File: src/rtl/frame_sequencer.sv
// Per-frame control sequencer for the VGA game loop: clear, draw N_OBJ sprites, collision check,
// frame wait (pausable), erase, coordinate load, with game-over/restart handling.
module frame_sequencer #(
    parameter int unsigned PIXELS       = 250,
    parameter int unsigned N_OBJ        = 2,
    parameter int unsigned WAIT_CYCLES  = 1666666,
    parameter int unsigned CLEAR_CYCLES = 19200,
    localparam int unsigned IDX_MAX     = (CLEAR_CYCLES > PIXELS) ? CLEAR_CYCLES : PIXELS,
    localparam int unsigned IDX_W       = (IDX_MAX > 1) ? $clog2(IDX_MAX) : 1,
    localparam int unsigned OBJ_W       = (N_OBJ > 1) ? $clog2(N_OBJ) : 1
) (
    input  logic             clk,
    input  logic             reset,
    input  logic             touch_edge,
    input  logic             restart,
    input  logic             pause,
    output logic             plot,
    output logic [1:0]       op,
    output logic [OBJ_W-1:0] obj_sel,
    output logic [IDX_W-1:0] pix_idx,
    output logic             move_en,
    output logic             load_coord,
    output logic             game_over,
    output logic [15:0]      frame_cnt
);

    localparam int unsigned WAIT_W = (WAIT_CYCLES > 1) ? $clog2(WAIT_CYCLES) : 1;

    localparam logic [IDX_W-1:0]  CLEAR_LAST = IDX_W'(CLEAR_CYCLES - 1);
    localparam logic [IDX_W-1:0]  PIX_LAST   = IDX_W'(PIXELS - 1);
    localparam logic [OBJ_W-1:0]  OBJ_LAST   = OBJ_W'(N_OBJ - 1);
    localparam logic [WAIT_W-1:0] WAIT_LAST  = WAIT_W'(WAIT_CYCLES - 1);

    typedef enum logic [2:0] {
        StClear,
        StDraw,
        StCheck,
        StWait,
        StErase,
        StLoad,
        StOver
    } state_e;

    state_e             state_q, state_d;
    logic [IDX_W-1:0]   pix_q, pix_d;
    logic [OBJ_W-1:0]   obj_q, obj_d;
    logic [WAIT_W-1:0]  wait_q, wait_d;
    logic [15:0]        frame_q, frame_d;

    always_comb begin
        state_d = state_q;
        pix_d   = pix_q;
        obj_d   = obj_q;
        wait_d  = wait_q;
        frame_d = frame_q;
        unique case (state_q)
            StClear: begin
                if (pix_q == CLEAR_LAST) begin
                    pix_d   = '0;
                    state_d = StDraw;
                end else begin
                    pix_d = pix_q + 1'b1;
                end
            end
            StDraw, StErase: begin
                // Pixel index wraps per object; the pass ends on the last pixel of the last object.
                if (pix_q == PIX_LAST) begin
                    pix_d = '0;
                    if (obj_q == OBJ_LAST) begin
                        obj_d   = '0;
                        state_d = (state_q == StDraw) ? StCheck : StLoad;
                    end else begin
                        obj_d = obj_q + 1'b1;
                    end
                end else begin
                    pix_d = pix_q + 1'b1;
                end
            end
            StCheck: state_d = touch_edge ? StOver : StWait;
            StWait: begin
                if (!pause) begin
                    if (wait_q == WAIT_LAST) begin
                        wait_d  = '0;
                        state_d = StErase;
                    end else begin
                        wait_d = wait_q + 1'b1;
                    end
                end
            end
            StLoad: begin
                frame_d = frame_q + 16'd1;
                state_d = StDraw;
            end
            StOver: begin
                if (restart) begin
                    state_d = StClear;
                    pix_d   = '0;
                    obj_d   = '0;
                    wait_d  = '0;
                end
            end
            default: state_d = StClear;
        endcase
    end

    always_ff @(posedge clk) begin
        if (reset) begin
            state_q <= StClear;
            pix_q   <= '0;
            obj_q   <= '0;
            wait_q  <= '0;
            frame_q <= '0;
        end else begin
            state_q <= state_d;
            pix_q   <= pix_d;
            obj_q   <= obj_d;
            wait_q  <= wait_d;
            frame_q <= frame_d;
        end
    end

    // Moore outputs decoded from registered state; counters are zero outside plotting states.
    always_comb begin
        plot       = 1'b0;
        op         = 2'b00;
        move_en    = 1'b0;
        load_coord = 1'b0;
        game_over  = 1'b0;
        unique case (state_q)
            StClear: begin
                plot = 1'b1;
                op   = 2'b10;
            end
            StDraw: begin
                plot    = 1'b1;
                move_en = 1'b1;
            end
            StErase: begin
                plot    = 1'b1;
                op      = 2'b01;
                move_en = 1'b1;
            end
            StWait:  move_en    = 1'b1;
            StLoad:  load_coord = 1'b1;
            StOver:  game_over  = 1'b1;
            default: ;
        endcase
    end

    assign pix_idx   = pix_q;
    assign obj_sel   = obj_q;
    assign frame_cnt = frame_q;

endmodule

File: config.mk
export PLATFORM = sky130hd
export DESIGN_NAME = frame_sequencer
export DESIGN_NICKNAME = d
export VERILOG_FILES = /design/src/rtl/frame_sequencer.sv
export SDC_FILE = /design/constraint.sdc
export NUM_CORES = 1
export LEC_CHECK = 0
export BUFFER_PORTS_ARGS = -buffer_cell sky130_fd_sc_hd__buf_2
export CORE_MARGIN = 1
export CORE_UTILIZATION = 37
export CTS_CLUSTER_DIAMETER = 100
export DETAILED_ROUTE_END_ITERATION = 6
export PLACE_DENSITY = 0.57
export SYNTH_ARGS = -nofsm -noshare
export SYNTH_HDL_FRONTEND = slang
export SYNTH_SLANG_ARGS = --single-unit
File: constraint.sdc
create_clock -name clk -period 2.7 [get_ports clk]
set_input_delay 0.135 -clock clk [delete_from_list [all_inputs] [get_ports clk]]
set_output_delay 0.135 -clock clk [all_outputs]
set_load 0.01 [all_outputs]
# Word level (Yosys, flattened, before mapping)
# Cells that the tools add are included.
[totals]
register_bits = 56
latch_bits = 0
ramBits = 0
rom_bits = 0
input_bits = 5
out_inout_bits = 38
word_cells = 61
n_memories = 0
[op_classes]
add_sub_neg = 4
multipliers = 0
div = 0
order_cmp = 0
n_eq_ne = 15
shifts = 0
mux = 26
n_bitwise = 0
n_reduce_logical = 11
[ops]
columns = ["cell", "n"]
rows = [
  ["21-bit two-way mux", 3],
  ["15-bit two-way mux", 3],
  ["15-bit one-hot mux with 3 select lines", 1],
  ["21-bit one-hot mux with 2 select lines", 1],
  ["3-bit two-way mux", 8],
  ["21-bit by 1-bit adder with 21-bit output, second input constant", 1],
  ["21-bit == test, second input constant", 1],
  ["3-bit one-hot mux with 6 select lines", 1],
  ["16-bit by 1-bit adder with 16-bit output, second input constant", 1],
  ["15-bit by 1-bit adder with 15-bit output, second input constant", 1],
  ["15-bit == test, second input constant", 1],
  ["15-bit by 8-bit == test with 1-bit output, second input constant", 1],
  ["2-bit != test, second input constant", 6],
  ["3-bit == test, second input constant", 3],
  ["1-bit two-way mux", 7],
  ["3-bit by 2-bit == test with 1-bit output, second input constant", 2],
  ["3-bit AND reduction", 2],
  ["6-bit AND reduction", 1],
  ["3-bit OR reduction", 2],
  ["2-bit one-hot mux with 2 select lines", 1],
  ["2-bit nonzero test", 2],
  ["3-bit by 1-bit == test with 1-bit output, second input constant", 1],
  ["3-bit logical NOT", 1],
  ["3-bit nonzero test", 1],
  ["other kinds (4)", 4],
]

# Logic depth before layout (Yosys ltp)
[depth]
depth_word = 5
depth_mapped = 8
ltp_nobuf = 7

# Least setup slack after synthesis
# Ideal clock, no wire load.
[synth_path]
path_type = "register to register"
from = "register wait_q[1]"
to = "register wait_q[18]"
setup_time_ps = 91
arrival_time_ps = 1812
t_required_ps = 2609
setup_slack_ps = 797
path_stages_with_launch = 8
n_path_buf = 0
period_less_slack_ps = 1903
cell_sequence = "dfxtp_1 inv_1 ha_1 nand4bb_1 nor4_4 a2111oi_4 or2b_1 a311oi_1"
[synth_between]
elab_chain_len = 4
word_cells_on_any_way = 5
cone_classes = "add/sub (1); eq/ne (1); mux (3)"
[synth_lines]
columns = ["item", "line", "source"]
rows = [
  ["start: declaration", "47", "logic [WAIT_W-1:0] wait_q, wait_d;"],
  ["start signal: assignment", "117", "wait_q <= wait_d;"],
  ["21-bit by 1-bit adder with 21-bit output or 21-bit == test (tied branches)", "86, 82", ""],
  ["21-bit two-way mux (*)", "82", "if (wait_q == WAIT_LAST) begin"],
  ["21-bit two-way mux (*)", "81", "if (!pause) begin"],
  ["21-bit one-hot mux with 2 select lines (*)", "56", "unique case (state_q)"],
]
# Mark *: on every way between the ends. The rest lies on a longest branch, timed or not. The select of a mux whose other input is x is not followed.
# A chain may end at the register's enable or synchronous reset.

# Final worst setup path
[layout_path]
from = "register wait_q[0]"
to = "register wait_q[18]"
# Same word-level chain as after synthesis.

==> metrics <==
final setup fails 0; starting density of the core 0.3826; post-DR vias/cell 5.448; pwr/cell area 407.6 mW/mm^2; P_leak 0.001273 uW; Post-Syn Instances 355; grt total ovfl 0; Syn-to-layout area delta 13.84%; overall routing resource usage 0.1660; number of synthesized register bits 56; io pins 43; Post-CTS Setup Bufs 0; vias in the first global route 2397; crit path launch wait_q[0]; Root Driver clkbuf_8; layout cells sized above 1 0.1624; fill count 782; min Tclk post-route 2126 ps; Final Hold Viols 0; total CTS buffers 5; Initial DRT Pass Iterations 4; post-layout util 0.4356; fin crit share 0.7876; hold wc startpoint touch_edge; Reg2Reg Launch Point wait_q[0]; CP Class register to register; clock skew 12.00 ps; CTS sink cnt 56; pre-CTS setup slack 322.6 ps; worst path required time 2930 ps; clk buf depth 2; Die Area 0.008352 sq mm; RSZ-0062 raised after global routing false; Post-synth EDFFs 0; post_cts resized 0; CTS tree yes; gr busiest metal met2; worst-margin pin slew 670.3 ps; FMAX 470.3 MHz; Yosys cell types 51; pin count of the biggest net entering global routing 23; Row Count 32; wirelength, routed 6.774 mm; Max Slew Vio Count 0; port bufs 42; Mapped Area 0.002957 sq mm; met3 usage 0.02513; DRT iter0 DRCs 92; Slew headroom 0.5532; hold buffer count at CTS 0; Worst-path clk slew 110 ps; vias 2702; GP Congestion 0.7909; Diodes inserted 0; Primary FF master, synth dfxtp_1; share of the yosys chip area belonging to registers 0.3792; met1 Use GR 0.2275; Max-cap violations 0; initial antenna violation count 0; Syn Nets 365; WL/cell 13.66 microns; met2 Resource Use GR 0.2638; post-synthesis async set-or-reset flop share 0; core region area 0.007727 sq mm; drt drc 0; setup ws final 573.5 ps; critical path arrival 2360 ps; outcome finished clean; placed wire-length estimate 4.687 mm; DIE WIDTH 91.39 microns; crit-path max FO 6; Setup TNS 0 ps; first-pass GRT wire length 11.35 mm; clock latency on the worst-skew pair 320 ps; Mapped Avg Cell Area 8.328 sq um; Peak VDD IR 0.1818 mV; CTS H-Tree Depth 2; Post-DRT Antenna Nets 0; Startpoint Class register; Syn. warnings 0; Hold Crit Class input port to register; endpoint type of the worst setup path register; Die H 91.39 microns; nets 403
-- power by group --
group / switching, uW / internal, uW
registers: 6.59 / 831
logic: 26.6 / 14.6
clock network: 303 / 190
-- per-stage QoR --
stage                     instances  hold slack (ps)  power [uW]  instance area, sq um
after floorplan                 355            371.8       882.8                  2957
after global placement          488            482.7       899.1                  3268
after detailed placement        488            490.9       898.9                  3268
after CTS                       496            163.2        1392                  3362
after global routing            496            186.2        1425                  3366
final                           496            168.5        1372                  3366
-- synth_stat cells (2+ instances only) --
cell | number | area share
dfxtp_1 | 56 | 0.38
nor2_1 | 48 | 0.061
nand2_1 | 29 | 0.037
nand3_1 | 20 | 0.034
xor2_1 | 20 | 0.059
a21oi_1 | 19 | 0.032
nand4_1 | 14 | 0.030
a311oi_1 | 12 | 0.036
clkbuf_1 | 12 | 0.015
xnor2_1 | 11 | 0.033
nand2b_1 | 10 | 0.021
inv_1 | 9 | 0.011
and3_1 | 8 | 0.017
and4_1 | 7 | 0.021
o21ai_0 | 7 | 0.012
and2_1 | 5 | 0.011
ha_1 | 5 | 0.021
nor3_1 | 5 | 0.0085
nor4_1 | 5 | 0.011
a211oi_1 | 4 | 0.010
a41oi_1 | 4 | 0.012
buf_2 | 3 | 0.0051
mux2i_1 | 3 | 0.010
nor3b_1 | 3 | 0.0076
o32ai_1 | 3 | 0.0089
a21o_1 | 2 | 0.0051
a31o_2 | 2 | 0.0059
a31oi_1 | 2 | 0.0042
and3b_1 | 2 | 0.0059
buf_1 | 2 | 0.0025
nor2b_1 | 2 | 0.0042
o211ai_1 | 2 | 0.0051
-- critical path: stages, from the launching register on --
cell and delay, ps:
dfxtp_1 450, ha_1 250, nand3_1 170, or2_2 340, nor4_1 430, a21oi_1 130, a311oi_1 250
-- cell usage in the layout, fill, tap and decap left out, types with 3 or more instances in the layout --
master	n
a211oi_1	4
a21oi_1	18
a311oi_1	12
a41oi_1	4
and2_1	5
and3_1	8
and4_1	7
buf_2	42
buf_4	7
clkbuf_8	5
dfxtp_1	56
ha_1	5
inv_1	9
mux2i_1	3
nand2_1	29
nand2b_1	10
nand3_1	20
nand4_1	14
nor2_1	48
nor3_1	5
nor3b_1	3
nor4_1	5
o21ai_0	7
o32ai_1	3
xnor2_1	11
xor2_1	20
-- worst paths after layout --
check                                     end  cells past startpoint  slack, ps
worst max-delay path               wait_q[18]                      6        570
worst min-delay path               state_q[0]                      4        170
worst max register to register     wait_q[18]                      6        570
worst min register to register  frame_cnt[13]                      2        510
-- metal layers --
metal  vias up  wire length (microns)
li1       1360                      -
met1      1269                   3228
met2        66                   3146
met3         7                    302
met4         0                     95
met5         -                      0
-- logic make-up (layout without fill, tap and decap cells) --
group	count (synthesis)	in the layout	share of synthesized area
simple gates	169	169	0.3043
compound gates	64	64	0.1553
flops	56	56	0.3792
xor+xnor	31	31	0.09183
buf+inv	27	66	0.03808
fa+ha+maj	5	5	0.02116
mux	3	3	0.01016
-- registers in the layout, indices dropped and copies added, names as in the netlist --
name and flops:
wait_q 21, frame_cnt 16, pix_idx 15, state_q 3, obj_sel 1
-- layout make-up --
type	instances	area (sq um)	share of cell area
clock buffers	5	68.82	0.02045
clock inverters	3	25.02	0.007435
multi-input cells	272	1727	0.5130
flip-flops and latches	56	1121	0.3331
inverters	9	33.78	0.01004
well taps	102	127.6	0.03792
repair buffers	49	262.8	0.07807
No activity file was read; power rests on OpenSTA's default activity.
